### src/rtl/clock_pkg.sv
// Shared constants, payload types and digit-validity helpers for the BCD alarm clock.
package clock_pkg;

    localparam int unsigned DIGIT_W = 4;
    localparam int unsigned CHAR_W  = 8;

    localparam logic [2:0] SEL_SEC_L  = 3'd0;
    localparam logic [2:0] SEL_SEC_H  = 3'd1;
    localparam logic [2:0] SEL_MIN_L  = 3'd2;
    localparam logic [2:0] SEL_MIN_H  = 3'd3;
    localparam logic [2:0] SEL_HOUR_L = 3'd4;
    localparam logic [2:0] SEL_HOUR_H = 3'd5;

    localparam logic [CHAR_W-1:0]  ASCII_ZERO   = 8'h30;
    localparam logic [DIGIT_W-1:0] DIGIT_MAX    = 4'd9;
    localparam logic [DIGIT_W-1:0] TENS_MAX     = 4'd5;
    localparam logic [DIGIT_W-1:0] HOUR_H_MAX   = 4'd2;
    localparam logic [DIGIT_W-1:0] HOUR_L_MAX_2X = 4'd3;

    typedef struct packed {
        logic [DIGIT_W-1:0] hour_h;
        logic [DIGIT_W-1:0] hour_l;
        logic [DIGIT_W-1:0] min_h;
        logic [DIGIT_W-1:0] min_l;
        logic [DIGIT_W-1:0] sec_h;
        logic [DIGIT_W-1:0] sec_l;
    } time_t;

    typedef struct packed {
        logic [DIGIT_W-1:0] hour_h;
        logic [DIGIT_W-1:0] hour_l;
        logic [DIGIT_W-1:0] min_h;
        logic [DIGIT_W-1:0] min_l;
    } alarm_t;

    // True when h_hi:h_lo forms an hour in 00..23.
    function automatic logic hour_valid(input logic [DIGIT_W-1:0] h_hi,
                                        input logic [DIGIT_W-1:0] h_lo);
        return (h_lo <= DIGIT_MAX) &&
               ((h_hi < HOUR_H_MAX) || ((h_hi == HOUR_H_MAX) && (h_lo <= HOUR_L_MAX_2X)));
    endfunction

    // True when writing val into digit sel keeps the clock value legal.
    function automatic logic digit_ok(input logic [2:0]         sel,
                                      input logic [DIGIT_W-1:0] val,
                                      input logic [DIGIT_W-1:0] cur_h_hi,
                                      input logic [DIGIT_W-1:0] cur_h_lo);
        case (sel)
            SEL_SEC_L, SEL_MIN_L: return val <= DIGIT_MAX;
            SEL_SEC_H, SEL_MIN_H: return val <= TENS_MAX;
            SEL_HOUR_L:           return hour_valid(cur_h_hi, val);
            SEL_HOUR_H:           return hour_valid(val, cur_h_lo);
            default:              return 1'b0;
        endcase
    endfunction

endpackage

### src/rtl/num2ascii.sv
// BCD digit to ASCII character conversion.
module num2ascii
    import clock_pkg::*;
(
    input  logic [DIGIT_W-1:0] digit,
    output logic [CHAR_W-1:0]  chr
);

    assign chr = ASCII_ZERO + CHAR_W'(digit);

endmodule

### src/rtl/rtc_alarm_clock_tick_div.sv
// Clock-enable divider: strobe is high for one cycle every CLK_HZ/TICK_HZ cycles.
module tick_div #(
    parameter int unsigned CLK_HZ  = 50000000,
    parameter int unsigned TICK_HZ = 1
) (
    input  logic CLOCK_50,
    input  logic clr,
    input  logic hold,
    output logic strobe
);

    localparam int unsigned DIV   = CLK_HZ / TICK_HZ;
    localparam int unsigned CNT_W = (DIV > 1) ? $clog2(DIV) : 1;

    logic [CNT_W-1:0] cnt;
    logic             at_top;

    assign at_top = (cnt == CNT_W'(DIV - 1));
    assign strobe = at_top && !hold;

    // Held at zero while paused so a full period follows every release.
    always_ff @(posedge CLOCK_50) begin
        if (clr || hold)  cnt <= '0;
        else if (at_top)  cnt <= '0;
        else              cnt <= cnt + CNT_W'(1);
    end

endmodule

### src/rtl/rtc_alarm_clock.sv
// BCD hh:mm:ss clock with guarded digit loads, one hh:mm alarm and 12/24-hour ASCII display.
module rtc_alarm_clock
    import clock_pkg::*;
#(
    parameter int unsigned CLK_HZ    = 50000000,
    parameter int unsigned TICK_HZ   = 1,
    parameter int unsigned ALARM_LEN = 10
) (
    input  logic                CLOCK_50,
    input  logic                clr,
    input  logic                pause,
    input  logic [2:0]          sel,
    input  logic [DIGIT_W-1:0]  load,
    input  logic                load_en,
    input  logic                alarm_set,
    input  logic                alarm_en,
    input  logic                mode12,
    output logic [6*CHAR_W-1:0] ascii,
    output logic                pm,
    output logic                alarm,
    output logic                tick
);

    localparam int unsigned CD_W = $clog2(ALARM_LEN + 1);

    time_t             cur, nxt, time_d;
    alarm_t            alm, alm_d;
    logic              s;
    logic              match_c;
    logic              time_wr_c, alarm_wr_c;
    logic [CD_W-1:0]   cd;
    logic [4:0]        hour_bin_c, hour12_c;
    logic [DIGIT_W-1:0] disp_hh_c, disp_hl_c;
    logic [DIGIT_W-1:0] disp_digit_c [6];
    logic [CHAR_W-1:0]  disp_chr_c   [6];

    tick_div #(.CLK_HZ(CLK_HZ), .TICK_HZ(TICK_HZ)) u_tick_div (
        .CLOCK_50 (CLOCK_50),
        .clr      (clr),
        .hold     (pause),
        .strobe   (s)
    );

    // One-second increment with BCD carry chain and 23:59:59 rollover.
    always_comb begin
        nxt = cur;
        if (cur.sec_l != DIGIT_MAX) begin
            nxt.sec_l = cur.sec_l + 4'd1;
        end else begin
            nxt.sec_l = '0;
            if (cur.sec_h != TENS_MAX) begin
                nxt.sec_h = cur.sec_h + 4'd1;
            end else begin
                nxt.sec_h = '0;
                if (cur.min_l != DIGIT_MAX) begin
                    nxt.min_l = cur.min_l + 4'd1;
                end else begin
                    nxt.min_l = '0;
                    if (cur.min_h != TENS_MAX) begin
                        nxt.min_h = cur.min_h + 4'd1;
                    end else begin
                        nxt.min_h = '0;
                        if (cur.hour_h == HOUR_H_MAX && cur.hour_l == HOUR_L_MAX_2X) begin
                            nxt.hour_h = '0;
                            nxt.hour_l = '0;
                        end else if (cur.hour_l == DIGIT_MAX) begin
                            nxt.hour_h = cur.hour_h + 4'd1;
                            nxt.hour_l = '0;
                        end else begin
                            nxt.hour_l = cur.hour_l + 4'd1;
                        end
                    end
                end
            end
        end
    end

    assign time_wr_c  = load_en && !alarm_set && pause &&
                        digit_ok(sel, load, cur.hour_h, cur.hour_l);
    assign alarm_wr_c = load_en && alarm_set && (sel >= SEL_MIN_L) &&
                        digit_ok(sel, load, alm.hour_h, alm.hour_l);

    // Next time/alarm register values from tick or accepted digit writes.
    always_comb begin
        time_d = cur;
        alm_d  = alm;
        if (s) begin
            time_d = nxt;
        end else if (time_wr_c) begin
            case (sel)
                SEL_SEC_L:  time_d.sec_l  = load;
                SEL_SEC_H:  time_d.sec_h  = load;
                SEL_MIN_L:  time_d.min_l  = load;
                SEL_MIN_H:  time_d.min_h  = load;
                SEL_HOUR_L: time_d.hour_l = load;
                SEL_HOUR_H: time_d.hour_h = load;
                default:    time_d = cur;
            endcase
        end
        if (alarm_wr_c) begin
            case (sel)
                SEL_MIN_L:  alm_d.min_l  = load;
                SEL_MIN_H:  alm_d.min_h  = load;
                SEL_HOUR_L: alm_d.hour_l = load;
                SEL_HOUR_H: alm_d.hour_h = load;
                default:    alm_d = alm;
            endcase
        end
    end

    assign match_c = (nxt.sec_l == '0) && (nxt.sec_h == '0) &&
                     (nxt.min_l == alm.min_l) && (nxt.min_h == alm.min_h) &&
                     (nxt.hour_l == alm.hour_l) && (nxt.hour_h == alm.hour_h);

    always_ff @(posedge CLOCK_50) begin
        if (clr) begin
            cur  <= '0;
            alm  <= '0;
            tick <= 1'b0;
        end else begin
            cur  <= time_d;
            alm  <= alm_d;
            tick <= s;
        end
    end

    // Alarm countdown: only a tick-driven match fires; alarm_en low clears it.
    always_ff @(posedge CLOCK_50) begin
        if (clr || !alarm_en) begin
            alarm <= 1'b0;
            cd    <= '0;
        end else if (s) begin
            if (match_c) begin
                alarm <= 1'b1;
                cd    <= CD_W'(ALARM_LEN);
            end else if (alarm) begin
                cd <= cd - CD_W'(1);
                if (cd == CD_W'(1)) alarm <= 1'b0;
            end
        end
    end

    // 12-hour display mapping; internal hours stay 24-hour.
    always_comb begin
        hour_bin_c = 5'(cur.hour_h) * 5'd10 + 5'(cur.hour_l);
        hour12_c   = hour_bin_c - 5'd12;
        disp_hh_c  = cur.hour_h;
        disp_hl_c  = cur.hour_l;
        if (mode12) begin
            if (hour_bin_c == 5'd0) begin
                disp_hh_c = 4'd1;
                disp_hl_c = 4'd2;
            end else if (hour_bin_c > 5'd12) begin
                disp_hh_c = (hour12_c >= 5'd10) ? 4'd1 : 4'd0;
                disp_hl_c = (hour12_c >= 5'd10) ? 4'(hour12_c - 5'd10) : 4'(hour12_c);
            end
        end
        disp_digit_c[5] = disp_hh_c;
        disp_digit_c[4] = disp_hl_c;
        disp_digit_c[3] = cur.min_h;
        disp_digit_c[2] = cur.min_l;
        disp_digit_c[1] = cur.sec_h;
        disp_digit_c[0] = cur.sec_l;
    end

    for (genvar i = 0; i < 6; i++) begin : g_chr
        num2ascii u_num2ascii (
            .digit (disp_digit_c[i]),
            .chr   (disp_chr_c[i])
        );
    end

    always_ff @(posedge CLOCK_50) begin
        if (clr) begin
            ascii <= {6{ASCII_ZERO}};
            pm    <= 1'b0;
        end else begin
            ascii <= {disp_chr_c[5], disp_chr_c[4], disp_chr_c[3],
                      disp_chr_c[2], disp_chr_c[1], disp_chr_c[0]};
            pm    <= (hour_bin_c >= 5'd12);
        end
    end

endmodule

### config.mk
export PLATFORM = sky130hd
export DESIGN_NAME = rtc_alarm_clock
export DESIGN_NICKNAME = d
export VERILOG_FILES = /design/src/rtl/clock_pkg.sv /design/src/rtl/num2ascii.sv /design/src/rtl/rtc_alarm_clock_tick_div.sv /design/src/rtl/rtc_alarm_clock.sv
export SDC_FILE = /design/constraint.sdc
export NUM_CORES = 1
export LEC_CHECK = 0
export BUFFER_PORTS_ARGS = -buffer_cell sky130_fd_sc_hd__buf_2
export CORE_MARGIN = 1.5
export CORE_UTILIZATION = 53
export CTS_CLUSTER_SIZE = 16
export DETAILED_ROUTE_END_ITERATION = 8
export HOLD_SLACK_MARGIN = 0.03
export PLACE_DENSITY = 0.76
export RECOVER_POWER = 25
export SYNTH_ARGS = -nofsm -noshare
export SYNTH_HDL_FRONTEND = slang
export SYNTH_SLANG_ARGS = --single-unit
### constraint.sdc
create_clock -name CLOCK_50 -period 2.7 [get_ports CLOCK_50]
set_input_delay 0.675 -clock CLOCK_50 [delete_from_list [all_inputs] [get_ports CLOCK_50]]
set_output_delay 0.675 -clock CLOCK_50 [all_outputs]
set_load 0.005 [all_outputs]
# Yosys cells after proc, flatten, opt, wreduce, memory -nomap -nowiden
# Index checks and enable logic that the tools add are counted.
[classes]
addsub = 17
mul = 1
n_lt_le_gt_ge = 14
eq_ne = 20
n_mux = 34
n_reduce_logical = 56
[ops]
columns = ["op", "count"]
rows = [
  ["4-bit 2-to-1 mux", 21],
  ["24-bit 2-to-1 mux", 2],
  ["6-bit by 4-bit adder with 7-bit output, first input constant", 6],
  ["26-bit by 1-bit adder with 26-bit output, second input constant", 1],
  ["26-bit equality test, second input constant", 1],
  ["4-bit by 1-bit adder with 4-bit output, second input constant", 6],
  ["2-bit AND reduction", 11],
  ["1-bit logical AND", 21],
  ["20-bit 2-to-1 mux", 1],
  ["4-bit by 2-bit equality test with 1-bit output, second input constant", 4],
  ["4-bit equality test", 4],
  ["16-bit 2-to-1 mux", 1],
  ["8-bit 2-to-1 mux", 2],
  ["2-bit nonzero test", 8],
  ["4-bit by 2-bit <= comparator with 1-bit output, second input constant", 3],
  ["4-bit <= comparator, second input constant", 3],
  ["4-bit by 2-bit < comparator with 1-bit output, second input constant", 3],
  ["12-bit 2-to-1 mux", 1],
  ["5-bit by 4-bit greater-or-equal comparator with 1-bit output, second input constant", 2],
  ["4-bit zero test", 2],
  ["4-bit by 3-bit != test with 1-bit output, second input constant", 2],
  ["4-bit != test, second input constant", 2],
  ["1-bit case mux with 4 select lines", 2],
  ["3-bit by 2-bit equality test with 1-bit output, second input constant", 2],
  ["other kinds (18)", 31],
]
[word_totals]
ff_bits = 121
input_bits = 14
output_inout_bits = 51
wordCells = 158

# Depth between registers and ports, before layout
[logic_depth]
depth_word = 15
depth_mapped = 11
mapped_depth_nobuf = 10

# By module
# Synthesis repeated with hierarchy kept, for this count alone.
[unflattened]
cells_unflattened = 812
area_unflattened_um2 = 6785.3
[modules_own_cells]
columns = ["mod", "instances", "cells_each", "area_per_inst_um2", "seq_area_each_um2"]
rows = [
  ["rtc_alarm_clock", 1, 611, 5166.2, 1901.8],
  ["tick_div", 1, 141, 1213.7, 520.5],
  ["num2ascii", 6, 10, 67.6, 0.0],
]

# Worst setup path after synthesis
# Ideal clock, no wire load.
[synth_path]
kind = "register -> register"
start = "register cur[13] (netlist name)"
end = "register cd[0]"
setup_ns = 0.116
arrival_time_ns = 2.429
required_ns = 2.584
slack_ns = 0.154
stages_incl_launch_ff = 11
path_buffers = 0
period_less_slack_ns = 2.546
path_cell_list = "dfxtp_1 inv_1 ha_1 nand3b_1 nor4_1 mux2i_1 xnor2_1 or4_1 nor4_2 and4_1 nor3_1"
[synth_between]
elab_chain_len = 11
word_cells_on_any_way = 16
cone_classes = "1 x add/sub; 4 x eq/ne; 6 x mux; 5 x reduce/logical"
[synth_rtl]
columns = ["element", "line", "text"]
rows = [
  ["start, declared", "rtc_alarm_clock.sv:26", "time_t cur, nxt, time_d;"],
  ["start signal, assigned", "rtc_alarm_clock.sv:121", "cur <= time_d;"],
  ["4-bit by 1-bit adder with 4-bit output or 4-bit by 3-bit != test with 1-bit output (tied branches)", "rtc_alarm_clock.sv:60, rtc_alarm_clock.sv:59", ""],
  ["4-bit 2-to-1 mux", "rtc_alarm_clock.sv:59", "if (cur.min_h != TENS_MAX) begin"],
  ["12-bit 2-to-1 mux", "rtc_alarm_clock.sv:55", "if (cur.min_l != DIGIT_MAX) begin"],
  ["16-bit 2-to-1 mux", "rtc_alarm_clock.sv:51", "if (cur.sec_h != TENS_MAX) begin"],
  ["20-bit 2-to-1 mux (*)", "rtc_alarm_clock.sv:47", "if (cur.sec_l != DIGIT_MAX) begin"],
  ["4-bit equality test", "rtc_alarm_clock.sv:112", "(nxt.min_l == alm.min_l) && (nxt.min_h == alm.min_h) &&"],
  ["1-bit logical AND (2 in series)", "rtc_alarm_clock.sv:112", ""],
  ["1-bit logical AND (*)", "rtc_alarm_clock.sv:113", "(nxt.hour_l == alm.hour_l) && (nxt.hour_h == alm.hour_h);"],
  ["2-bit nonzero test (no source line)", "n/a", ""],
  ["2-bit AND reduction (no source line)", "n/a", ""],
  ["end signal, assigned", "rtc_alarm_clock.sv:135", "cd <= CD_W'(ALARM_LEN);"],
  ["end signal, assigned", "rtc_alarm_clock.sv:137", "cd <= cd - CD_W'(1);"],
  ["end, declared", "rtc_alarm_clock.sv:31", "logic [CD_W-1:0] cd;"],
]
# Every way passes the cells marked *; elsewhere a longest branch is shown, timed or not.
# A chain may end at the register's enable or synchronous reset.

# Worst setup path after layout
[layout_path]
start = "register cur[9] (netlist name)"
end = "register cd[0]"
[layout_between]
elab_chain_len = 11
word_cells_on_any_way = 17
cone_classes = "1 x add/sub; 5 x eq/ne; 5 x mux; 6 x reduce/logical"
[layout_rtl]
columns = ["element", "line", "text"]
rows = [
  ["4-bit by 1-bit adder with 4-bit output or 4-bit != test (tied branches)", "rtc_alarm_clock.sv:56, rtc_alarm_clock.sv:55", ""],
  ["4-bit 2-to-1 mux", "rtc_alarm_clock.sv:55", ""],
  ["16-bit 2-to-1 mux", "rtc_alarm_clock.sv:51", ""],
  ["20-bit 2-to-1 mux (*)", "rtc_alarm_clock.sv:47", ""],
  ["4-bit equality test", "rtc_alarm_clock.sv:112", ""],
  ["1-bit logical AND", "rtc_alarm_clock.sv:111", "assign match_c = (nxt.sec_l == '0) && (nxt.sec_h == '0) &&"],
  ["1-bit logical AND (2 in series)", "rtc_alarm_clock.sv:112", ""],
  ["1-bit logical AND (*)", "rtc_alarm_clock.sv:113", ""],
  ["2-bit nonzero test (no source line)", "n/a", ""],
  ["2-bit AND reduction (no source line)", "n/a", ""],
]
# Marked as above.

==> flow_summary.yaml <==
outcome:
  outcome: "finished clean"
global_routing:
  grt-ovfl-total: 0
  grt_busiest_layer: "met2"
  grt_pass1_wl_mm: 23.2
  grt_pass1_vias: 4716
  grt_max_degree: 32
  use_met3_pct: 4.35
  grt_usage_pct: 25.9
  antenna_found_initial: 0
  use_met2_pct: 41.8
  grtUsageMet1_pct: 35.6
floorplanning:
  dieArea_um2: 11200
  rows: 37
  die_w_um: 106
  boundaryPins: 65
  core_area_um2: 10300
  initial_core_util_pct: 54.4
  die_y_um: 106
sta:
  finClkSkew_ps: 8.09
  period_minus_slack_ps: 2590
  finalSetupViolCount: 0
  holdWs_ps: 446
  min_period_over_period_pct: 95.9
  rsz0062_at_grt: "true"
  finalSetupTns_ps: 0
  tightest_slew_ps: 680
  max-slew-margin-rel_pct: 54.7
  clock.fmax_mhz: 386
  finalHoldViolCount: 0
  slew_violations: 0
cells_and_area:
  drive_gt1_share_pct: 22.7
  utilization_pct: 64.0
  fin_cells: 876
  fin_nets: 768
  final_common_cell: "dfxtp_1"
  final_cell_mix: "87 x dfxtp_1, 73 x nor2_1, 64 x buf_4"
  area_delta_synth_final_pct: 17.6
  diodes: 0
pwr:
  vdd_ir_drop_max_mv: 0.329
  netSwitchingPower_mw: 0.657
  intPower_mw: 1.85
  seqPwrFrac_pct: 57.2
  p_clk_share_pct: 37.3
  p_comb_share_pct: 5.4
  sw_frac_of_total_pct: 26.2
  leakagePower_nw: 2.84
  pwr_density_cell_nw_per_um2: 380
cts:
  cts_buffers: 9
  htree_levels: 3
  cts_sinks: 97
  clock_path_buffers: 2
  cts_tree: "yes"
  clkTransAtPathRegs_ps: 100
  cts-root-buf: "clkbuf_8"
  postCtsHoldBufs: 0
  insertion_delay_ps: 360
detailed_routing:
  via_per_inst: 5.76
  vias: 5047
  drt_drc_violations_left: 0
  wl_mm: 14.4
  drtIter0Drc: 391
  wl_per_cell_um: 16.4
  detail-route-antenna-nets: 0
  firstDrtPassIters: 5
run:
  drv_cap: 0
setup_path:
  crit_arrival_ps: 2850
  crit_type: "flip-flop to flip-flop"
  cp-end-kind: "flip-flop"
  cp.required_ps: 2960
  cp_max_fo: 7
  start_kind: "flip-flop"
hold_path:
  min_path_type: "flip-flop to flip-flop"
synth:
  syn_area_per_cell_um2: 8.52
  synth_seq_cells: 97
  yosysSeqAreaShare_pct: 34.6
  synth_cell_type_count: 70
  synthCells: 659
  ys.flop_type: "dfxtp_1"
  synth-async-reset-ratio_pct: 0
  synth-edff-count: 0
  yosys_warnings: 0
  syn-cell-area_um2: 5620
place:
  hpwl_mm: 10.3
  dp.cells: 848
  port_buffers: 40
  routabilityCongestion: 0.919
==> logic make-up after synthesis <==
logic type / count (synthesis) / synth area share (%)
flip-flops: 97 / 34.6
XOR/XNOR: 44 / 6.86
buffers and inverters: 81 / 7.26
multiplexers: 32 / 5.73
adder cells (fa/ha/maj): 19 / 4.37
other: 2 / 0.134
AO/OA/AOI/OAI: 114 / 13.8
AND/OR/NAND/NOR: 270 / 27.2
==> critical path, cell delays in order, from the launching register on <==
cell and delay [ps]:
dfxtp_2 340, inv_2 70, ha_4 130, buf_4 100
and3b_2 270, nand4_4 180, or3_1 390, a21boi_0 210
o21ai_1 160, nor4_4 310, and4_1 270, nor3_1 60
==> metal layers <==
metal / wire, µm / vias up
met4: 265 / 0
met3: 1010 / 28
met1: 6320 / 2371
li1: - / 2439
met5: 0 / -
met2: 6810 / 209
==> metrics by stage <==
step	power [mW]	cell area, µm²	setup WS [ps]
after detailed placement	1.60	6140	-116
after global placement	1.60	6140	-84.7
after global routing	2.58	6610	-51.9
final	2.51	6610	111
after floorplan	1.57	5700	154
after CTS	2.51	6410	6.76
==> sequential cells by signal, indices dropped and copies added (netlist names) <==
register        flops
alm                16
alarm               1
tick                1
pm                  1
ascii              24
cd                  4
cur                24
u_tick_div.cnt     26
==> worst paths after layout <==
check	start	end	slack (ps)	depth (start not counted)
min	u_tick_div.cnt[0]	u_tick_div.cnt[0]	450	1
max reg2reg	cur[9]	cd[0]	110	11
min reg2reg	u_tick_div.cnt[0]	u_tick_div.cnt[0]	450	1
max	cur[9]	cd[0]	110	11
==> synth_stat cells, types with 3 or more instances <==
cell type | number | area share, %
mux2i_1 | 31 | 5.5
and3b_1 | 6 | 0.94
o211ai_1 | 6 | 0.80
nor3b_1 | 4 | 0.53
buf_2 | 5 | 0.45
and4_1 | 3 | 0.47
o21ai_0 | 12 | 1.1
nand3b_1 | 8 | 1.1
inv_1 | 17 | 1.1
ha_1 | 18 | 4.0
and2_1 | 8 | 0.89
nor4_1 | 6 | 0.67
nand3_1 | 37 | 3.3
o21a_1 | 9 | 1.2
nor4b_1 | 3 | 0.47
nor2b_1 | 24 | 2.7
nand4_2 | 4 | 0.89
dfxtp_1 | 97 | 35
nand4_1 | 5 | 0.56
nand2_1 | 36 | 2.4
xor2_1 | 25 | 3.9
xnor2_1 | 19 | 3.0
nor2_1 | 74 | 4.9
a211oi_1 | 20 | 2.7
o32a_1 | 3 | 0.53
clkbuf_1 | 34 | 2.3
o31ai_1 | 3 | 0.40
and3_1 | 6 | 0.67
nor3_1 | 16 | 1.4
or4_1 | 4 | 0.53
a21oi_1 | 28 | 2.5
a221oi_1 | 6 | 0.94
buf_4 | 24 | 3.2
a31oi_1 | 6 | 0.67
or3_1 | 7 | 0.78
a21o_1 | 3 | 0.40
==> cell type report <==
cell class                      instances  area [µm²]
Fill cell                             873        3720
Multi-Input combinational cell        503        3510
Sequential cell                        97        1960
Timing Repair Buffer                  107         714
Tap cell                              136         170
Clock buffer                           10         138
Inverter                               17        63.8
Clock inverter                          6        51.3
==> power groups by stage <==
| stage | Clock (mW) | Combinational [mW] | Sequential, mW |
|---|---|---|---|
| finish | 0.937 | 0.136 | 1.44 |
| global route | 1.00 | 0.147 | 1.44 |
| CTS | 0.938 | 0.128 | 1.44 |
| detailed placement | 0 | 0.126 | 1.47 |
| global placement | 0 | 0.124 | 1.47 |
| floorplan | 0 | 0.0986 | 1.47 |
==> repair_timing <==
item	4_1_cts	5_1_grt
endpoints found under the setup margin	9	29
gates resized for setup	14	33
buffers inserted	2	10
pin swaps	6	16
No activity file was read; power rests on OpenSTA's default activity.
